===== config.mk =====
export PLATFORM = sky130hd
export DESIGN_NAME = coffee_brew_ctrl
export DESIGN_NICKNAME = d
export VERILOG_FILES = /design/src/rtl/coffee_brew_ctrl.sv
export SDC_FILE = /design/constraint.sdc
export NUM_CORES = 1
export LEC_CHECK = 0
export ABC_CLOCK_PERIOD_IN_PS = 3100
export CAP_MARGIN = 15
export CORE_ASPECT_RATIO = 0.8
export CORE_MARGIN = 2
export CORE_UTILIZATION = 50
export CTS_BUF_LIST = sky130_fd_sc_hd__clkbuf_8
export CTS_CLUSTER_DIAMETER = 150
export DETAILED_ROUTE_END_ITERATION = 8
export DONT_BUFFER_PORTS = 1
export PLACE_DENSITY = 0.71
export SLEW_MARGIN = 5
export SYNTH_ARGS = -nofsm -noshare
export SYNTH_HDL_FRONTEND = slang
export SYNTH_SLANG_ARGS = --single-unit

===== constraint.sdc =====
create_clock -name Clk -period 3.1 [get_ports Clk]
set_clock_uncertainty 0.15 [all_clocks]
set_input_delay 0.775 -clock Clk [delete_from_list [all_inputs] [get_ports Clk]]
set_output_delay 0.775 -clock Clk [all_outputs]
set_load 0.005 [all_outputs]

===== src/rtl/coffee_brew_ctrl.sv =====
// rtl/coffee_brew_ctrl.sv - coffee machine credit/brew/refund FSM driving the status digit
// All outputs are registered from the next-state values, so each one shows the sampled inputs one cycle later.
module coffee_brew_ctrl #(
  parameter int TICK_DIV    = 50_000_000,
  parameter int PRICE_SMALL = 2,
  parameter int PRICE_LARGE = 3,
  parameter int BREW_SMALL  = 3,
  parameter int BREW_LARGE  = 5
) (
  input  logic       Clk,
  input  logic       Rst_n,
  input  logic       Coin,
  input  logic       Sel_small,
  input  logic       Sel_large,
  input  logic       Cancel,
  output logic [3:0] Seg,
  output logic       Brewing,
  output logic       Change,
  output logic       Coin_reject,
  output logic       Low_credit,
  output logic       Done
);

  localparam logic [2:0] S_IDLE   = 3'd0;
  localparam logic [2:0] S_CREDIT = 3'd1;
  localparam logic [2:0] S_BREW   = 3'd2;
  localparam logic [2:0] S_CHANGE = 3'd3;
  localparam logic [2:0] S_DONE   = 3'd4;

  localparam int              DIV_W    = $clog2(TICK_DIV);
  localparam logic [DIV_W-1:0] DIV_LAST = DIV_W'(TICK_DIV - 1);
  localparam logic [3:0]      P_SMALL  = 4'(PRICE_SMALL);
  localparam logic [3:0]      P_LARGE  = 4'(PRICE_LARGE);
  localparam logic [3:0]      T_SMALL  = 4'(BREW_SMALL);
  localparam logic [3:0]      T_LARGE  = 4'(BREW_LARGE);

  logic [2:0]       state, state_n;
  logic [3:0]       credit, credit_n;
  logic [3:0]       count, count_n;
  logic [DIV_W-1:0] div, div_n;
  logic             phase, phase_n;
  logic             change_n, reject_n, low_n;
  logic             coin_ok;
  logic [3:0]       coin_add;
  logic [3:0]       price, brew_time;
  logic [3:0]       seg_n;

  always_comb begin
    state_n   = state;
    credit_n  = credit;
    count_n   = count;
    div_n     = div;
    phase_n   = phase;
    change_n  = 1'b0;
    low_n     = 1'b0;
    price     = Sel_large ? P_LARGE : P_SMALL;
    brew_time = Sel_large ? T_LARGE : T_SMALL;
    coin_ok   = Coin && (credit != 4'd9) && ((state == S_IDLE) || (state == S_CREDIT));
    reject_n  = Coin && !coin_ok;
    coin_add  = credit + {3'b000, coin_ok};

    case (state)
      S_IDLE, S_CREDIT: begin
        credit_n = coin_add;
        if (Cancel) begin
          if (coin_add != 4'd0) begin
            state_n = S_CHANGE;
            phase_n = 1'b0;
          end
        end else if (Sel_large || Sel_small) begin
          // price is checked against the credit held before any same-cycle coin
          if (credit >= price) begin
            credit_n = coin_add - price;
            count_n  = brew_time;
            div_n    = '0;
            state_n  = S_BREW;
          end else begin
            low_n = 1'b1;
          end
        end
        if ((state_n == S_IDLE) || (state_n == S_CREDIT))
          state_n = (credit_n == 4'd0) ? S_IDLE : S_CREDIT;
      end
      S_BREW: begin
        if (count == 4'd0) begin
          state_n = (credit != 4'd0) ? S_CHANGE : S_DONE;
          div_n   = '0;
          phase_n = 1'b0;
        end else if (div == DIV_LAST) begin
          div_n   = '0;
          count_n = count - 4'd1;
        end else begin
          div_n = div + 1'b1;
        end
      end
      S_CHANGE: begin
        // phase 0 emits a unit, phase 1 is the low gap before the next one
        if (!phase) begin
          change_n = 1'b1;
          credit_n = credit - 4'd1;
          phase_n  = 1'b1;
        end else begin
          phase_n = 1'b0;
          if (credit == 4'd0) begin
            state_n = S_DONE;
            div_n   = '0;
          end
        end
      end
      S_DONE: begin
        if (div == DIV_LAST) begin
          state_n = S_IDLE;
          div_n   = '0;
        end else begin
          div_n = div + 1'b1;
        end
      end
      default: state_n = S_IDLE;
    endcase

    case (state_n)
      S_BREW:  seg_n = count_n;
      S_DONE:  seg_n = 4'hF;
      default: seg_n = credit_n;
    endcase
  end

  always_ff @(posedge Clk) begin
    if (!Rst_n) begin
      state       <= S_IDLE;
      credit      <= 4'd0;
      count       <= 4'd0;
      div         <= '0;
      phase       <= 1'b0;
      Seg         <= 4'd0;
      Brewing     <= 1'b0;
      Change      <= 1'b0;
      Coin_reject <= 1'b0;
      Low_credit  <= 1'b0;
      Done        <= 1'b0;
    end else begin
      state       <= state_n;
      credit      <= credit_n;
      count       <= count_n;
      div         <= div_n;
      phase       <= phase_n;
      Seg         <= seg_n;
      Brewing     <= (state_n == S_BREW);
      Change      <= change_n;
      Coin_reject <= reject_n;
      Low_credit  <= low_n;
      Done        <= (state_n == S_DONE);
    end
  end

endmodule

Yosys cells after proc, flatten, opt, wreduce, memory -nomap -nowiden. Index checks and enable logic that the tools add are counted.

Add/subtract/negate cells: 5. $lt $le $gt $ge: 1. Eq/ne operators: 17. Multiplexer cells: 42. Bitwise gates (word level): 3. Reductions and logical operators: 21.

Operators with widths (number): $mux W26 (7); $pmux W26 S4 (1); $mux W4 (10); $mux W3 (12); $add A26 B1 Y26 const B (1); $eq A26 B26 Y1 const B (1); $pmux W4 S2 (3); $ne A2 B2 Y1 const B (8); $logic_not A4 Y1 (3); $pmux W3 S4 (1); $reduce_bool A4 Y1 (3); $eq A3 B2 Y1 const B (3); $sub A4 B1 Y4 const B (2); $mux W1 (7); $eq A3 B1 Y1 const B (2); $eq A3 B3 Y1 const B (2); $logic_not A3 Y1 (2); $reduce_and A6 Y1 (1); $add A4 B1 Y4 (1); $ge A4 B2 Y1 (1); $ne A4 B4 Y1 const B (1); $reduce_and A4 Y1 (1); $reduce_or A4 Y1 (1); $sub A4 B2 Y4 (1); 8 further kinds (14).

Register bits after elaboration: 47. Input port bits: 6. Output and inout port bits: 9.

Logic depth before layout (Yosys ltp).
Depth in word-level cells: 15. Depth in mapped cells: 14. Depth with buffers taken out: 13.

Worst setup path after synthesis. OpenSTA, ideal clock, no wires.

Kind: in2reg. From: input port Coin. To: register Seg[2]. Setup time: 120 ps. Arrival time: 2897 ps. Required time: 2830 ps. Setup slack: -66 ps. Cell stages on the path: 10. Cells stage by stage: nand2_1 a31oi_1 ha_1 ha_1 ha_1 or4_4 o221ai_2 o21ai_1 nor3b_2 a211o_1.

Word-level cells in the longest chain between the ends: 14. Elaborated cells on any way between the ends: 23.

Ends and longest elaborated chain: start, declared (line 12) `input logic Coin,`; $logic_and A1 B1 Y1 (*) (2 in a row) (line 58) `coin_ok = Coin && (credit != 4'd9) && ((state == S_IDLE) || (state == S_CREDIT));`; $add A4 B1 Y4 (*) (line 60) `coin_add = credit + {3'b000, coin_ok};`; $sub A4 B2 Y4 (line 73) `credit_n = coin_add - price;`; $mux W4 (line 72) `if (credit >= price) begin`; $mux W4 (line 70) `end else if (Sel_large || Sel_small) begin`; $mux W4 (line 65) `if (Cancel) begin`; $mux W4 (line 62) `case (state)`; $logic_not A4 Y1 (line 82) `state_n = (credit_n == 4'd0) ? S_IDLE : S_CREDIT;`; $mux W1 (line 82); $mux W3 (line 81) `if ((state_n == S_IDLE) || (state_n == S_CREDIT))`; $pmux W3 S4 (line 62); $eq A3 B3 Y1 / $eq A3 B2 Y1 (equally long branches) (line 121) `case (state_n)`; $pmux W4 S2 (*) (line 121); end signal, assigned (line 147) `Seg <= seg_n;`; end, declared (line 16) `output logic [3:0] Seg,`.

Mark *: on every way between the ends. The rest lies on a longest branch, timed or not. The select of a mux whose other input is x is not followed. A chain may end at the register's enable or synchronous reset.

Worst setup path after layout.
From: register credit[1]. To: register Seg[2].

Word-level cells in the longest chain between the ends: 15. Elaborated cells on any way between the ends: 39.

Ends and longest elaborated chain: start, declared (line 38) `logic [3:0] credit, credit_n;`; start signal, assigned (line 143) `credit <= credit_n;`; $ne A4 B4 Y1 (line 58); $logic_and A1 B1 Y1 (2 in a row) (line 58); $add A4 B1 Y4 (line 60); $sub A4 B2 Y4 (line 73); $mux W4 (line 72); $mux W4 (line 70); $mux W4 (line 65); $mux W4 (line 62); $logic_not A4 Y1 (line 82); $mux W1 (line 82); $mux W3 (line 81); $pmux W3 S4 (line 62); $eq A3 B3 Y1 / $eq A3 B2 Y1 (equally long branches) (line 121); $pmux W4 S2 (*) (line 121).

Marks and branches as above.

==> results.sh <==
export IMPL_status="finished clean"
export IMPL_syn_area_sq_um=2770
export IMPL_area_growth_pct=9.76
export IMPL_hold_path_cell_count=2
export IMPL_number_of_flops_mapped_to_enable_cells_by_yosys=0
export IMPL_endpoint_kind="register"
export IMPL_initialDrtViolationCount=252
export IMPL_fp_row_count=24
export IMPL_grt_pass1_vias=2269
export IMPL_globalRouteMet3Util_pct=3.85
export IMPL_max_vdd_ir_drop_mv=0.359
export IMPL_setup_violations=0
export IMPL_max_cap_violations=0
export IMPL_cp_data_arrival_time_ns=3.01
export IMPL_rr_endpoint="Seg[2]"
export IMPL_post_synth_main_area_contributors="sky130_fd_sc_hd__dfxtp_1, sky130_fd_sc_hd__xnor2_1, sky130_fd_sc_hd__nor2_1, sky130_fd_sc_hd__ha_1, sky130_fd_sc_hd__nor4_1"
export IMPL_cts_htree_levels=2
export IMPL_vias_per_cell=6.18
export IMPL_drc_errors=0
export IMPL_synth_seq_area_share_pct=34.0
export IMPL_postLayoutCoreUtil_pct=56.3
export IMPL_final_cell_mix="sky130_fd_sc_hd__dfxtp_1, sky130_fd_sc_hd__nor2_1, sky130_fd_sc_hd__nand2_1, sky130_fd_sc_hd__buf_4, sky130_fd_sc_hd__xnor2_1"
export IMPL_dr_total_vias=2579
export IMPL_postLayoutCellArea_sq_um=3040
export IMPL_synth_largest_type_area_fraction_pct=34.0
export IMPL_floorplan_initialDensity_pct=51.3
export IMPL_cp_required_ns=3.15
export IMPL_ant_diodes=0
export IMPL_period_utilization_post_route_pct=95.6
export IMPL_worst_slew_pin_slew_ns=0.697
export IMPL_setup_worst_path_class="register to register"
export IMPL_ys_ff_latch=47
export IMPL_setup_repair_after_global_routing_missed_its_margin="false"
export IMPL_ff2ff_setup_slack_ns=0.14
export IMPL_worst_r2r_cell_count=11
export IMPL_mostFrequentLayoutCell="sky130_fd_sc_hd__dfxtp_1"
export IMPL_finalWirelength_mm=6.64
export IMPL_synth_lib_cells_used_distinct=58
export IMPL_num_nets_final=368
export IMPL_worst_skew_pair_late_latency_ns=0.30
export IMPL_achievable_frequency_mhz=337
export IMPL_io_pins=15
export IMPL_cts_root_buffer_cell="sky130_fd_sc_hd__clkbuf_8"
export IMPL_synthCells=341
export IMPL_worst_path_maximum_fanout=5
export IMPL_post_place_ws_ns=-0.0816
export IMPL_fp_dieArea_sq_um=6160
export IMPL_fillCellCount=478
export IMPL_setup_tns_ns=0
export IMPL_antenna_found_initial=0
export IMPL_grt_overflow_total=0
export IMPL_reg2reg_from="credit[1]"
export IMPL_top_usage_layer="met1"
export IMPL_cts_made_buffers=5
export IMPL_cts_tree="done"
export IMPL_setup_slack_ns=0.135
export IMPL_power_leakage_nw=1.06
export IMPL_grt_max_degree=24
export IMPL_cts_sink_count=47
export IMPL_routedWlPerCell_um=15.9
export IMPL_power_per_cell_area_nw_per_um2=836
export IMPL_gp_congestion=0.938
export IMPL_die_height_um=70.6
export IMPL_design_power_total_w=0.00254
export IMPL_hpwlAfterDp_mm=4.94
export IMPL_die_w_um=87.2
export IMPL_synthArstFlopShare_pct=0
export IMPL_most_used_dff_post_synth="sky130_fd_sc_hd__dfxtp_1"
export IMPL_maxSlewHeadroom_pct=53.2
export IMPL_timing_hold_worst_start="div[25]"
export IMPL_first_pass_iters=5
export IMPL_min_to="div[25]"
export IMPL_core_area_sq_um=5410
export IMPL_number_of_instances_resized_during_post_cts_repair=0
export IMPL_io_buffer_count=0
export IMPL_drt_antenna_violating_nets=0
export IMPL_mean_syn_cell_area_sq_um=8.12
export IMPL_worstHoldPathType="register to register"
export IMPL_groute_layer_met2_usage_pct=30.4
export IMPL_final_max_slew_violation_count=0
export IMPL_cts_clk_slew_worst_paths_ns=0.09
export IMPL_cts_hold_buffers_added=0
export IMPL_drive_above_1_share_pct=13.9
export IMPL_grt_first_pass_wirelength_mm=11.0
export IMPL_cts_post_setup_buffers_inserted=0
export IMPL_max_clock_path_buffers=2
export IMPL_synthDominantAreaCellType="sky130_fd_sc_hd__dfxtp_1"
export IMPL_crit_path_launch_type="register"
export IMPL_postSynthNetCount=357
export IMPL_ys_warnings_count=0
export IMPL_grtUsageTotal_pct=22.6
export IMPL_timing_final_crit_period_ns=2.96
export IMPL_area_of_placed_instances_sq_um=2950
export IMPL_groute_layer_met1_usage_pct=36.6
export IMPL_endpoints_failing_hold=0
cell type report:
cell class	instances	area, sq um	share of cell area [%]
multi-input cells	264	1720	56.6
flip-flops and latches	47	941	30.9
repair buffers	23	173	5.68
well taps	65	81.3	2.67
clock buffers	5	68.8	2.26
inverters	11	41.3	1.36
clock inverters	2	13.8	0.453
kinds of logic (layout without fill, tap and decap cells):
| group | Yosys count | count (layout) | synth area share [%] |
|---|---|---|---|
| AND/OR/NAND/NOR | 169 | 169 | 33.4 |
| AO/OA/AOI/OAI | 60 | 60 | 15.0 |
| flip-flops | 47 | 47 | 34.0 |
| buffers and inverters | 30 | 41 | 4.97 |
| XOR/XNOR | 21 | 21 | 6.64 |
| adder cells (fa/ha/maj) | 10 | 10 | 4.52 |
| multiplexers | 4 | 4 | 1.49 |
Yosys cell counts, types with 2 or more instances:
library cell	count
sky130_fd_sc_hd__clkbuf_1	10
sky130_fd_sc_hd__nand2b_1	3
sky130_fd_sc_hd__a31oi_1	7
sky130_fd_sc_hd__nor2_1	41
sky130_fd_sc_hd__mux2i_1	3
sky130_fd_sc_hd__o21ai_0	7
sky130_fd_sc_hd__nor2b_1	4
sky130_fd_sc_hd__buf_2	5
sky130_fd_sc_hd__a22oi_1	3
sky130_fd_sc_hd__nand4_1	8
sky130_fd_sc_hd__nor4_1	17
sky130_fd_sc_hd__nand3_1	15
sky130_fd_sc_hd__nor3_1	9
sky130_fd_sc_hd__and2_1	9
sky130_fd_sc_hd__o31ai_1	3
sky130_fd_sc_hd__nand2_1	28
sky130_fd_sc_hd__o21a_1	3
sky130_fd_sc_hd__a211o_1	4
sky130_fd_sc_hd__and3_1	4
sky130_fd_sc_hd__or3_1	2
sky130_fd_sc_hd__a21o_1	2
sky130_fd_sc_hd__ha_1	10
sky130_fd_sc_hd__o22ai_1	2
sky130_fd_sc_hd__xnor2_1	20
sky130_fd_sc_hd__nor3b_1	2
sky130_fd_sc_hd__inv_1	10
sky130_fd_sc_hd__and4_1	6
sky130_fd_sc_hd__a211oi_1	4
sky130_fd_sc_hd__a21boi_0	4
sky130_fd_sc_hd__buf_6	2
sky130_fd_sc_hd__or2_2	4
sky130_fd_sc_hd__nor4b_1	8
sky130_fd_sc_hd__dfxtp_1	47
sky130_fd_sc_hd__o21ai_1	2
sky130_fd_sc_hd__a21oi_1	10
flip-flops by register name (all words and copies together), names as in the netlist:
| signal | flops |
|---|---|
| state | 3 |
| Change | 1 |
| phase | 1 |
| count | 4 |
| Seg | 4 |
| Low_credit | 1 |
| Coin_reject | 1 |
| div | 26 |
| credit | 4 |
| Done | 1 |
| Brewing | 1 |
how the worst max path moves through the flow:
stage                         start  endpoint  slack, ns  cells past startpoint
after floorplan                Coin    Seg[2]       0.02                     12
after global placement         Coin    Seg[2]      -0.03                     12
after detailed placement       Coin    Seg[2]      -0.08                     12
after CTS                 credit[1]    Seg[2]       0.12                     13
after global routing      credit[1]    Seg[2]      0.005                     11
final                     credit[1]    Seg[2]       0.14                     11
stage by stage:
stage,hold WS (ns),cells
finish,0.375,417
global route,0.420,417
CTS,0.378,417
detailed placement,0.356,410
global placement,0.343,410
floorplan,0.327,341
per-layer routing:
metal	share of wire [%]	vias up
met4	0.99	0
met5	0	-
met3	8.6	6
li1	-	1254
met2	41	107
met1	50	1212
power breakdown:
part / total, W / switching [W] / internal (W) / leakage [nW]
logic: 0.00143 / 0.000842 / 0.000585 / 0.639
clock network: 0.000361 / 0.000206 / 0.000155 / 0.0440
registers: 0.000753 / 0.0000623 / 0.000691 / 0.381
worst max-delay path, stage by stage (launching register included):
cell,delay [ns]
sky130_fd_sc_hd__dfxtp_1,0.33
sky130_fd_sc_hd__inv_1,0.08
sky130_fd_sc_hd__ha_1,0.20
sky130_fd_sc_hd__a31oi_2,0.22
sky130_fd_sc_hd__ha_2,0.21
sky130_fd_sc_hd__ha_1,0.28
sky130_fd_sc_hd__ha_2,0.22
sky130_fd_sc_hd__or4_4,0.53
sky130_fd_sc_hd__o221ai_2,0.16
sky130_fd_sc_hd__o21ai_1,0.07
sky130_fd_sc_hd__nor3b_2,0.16
sky130_fd_sc_hd__a211o_1,0.26
Note: power is estimated with default switching activity, not from simulation.
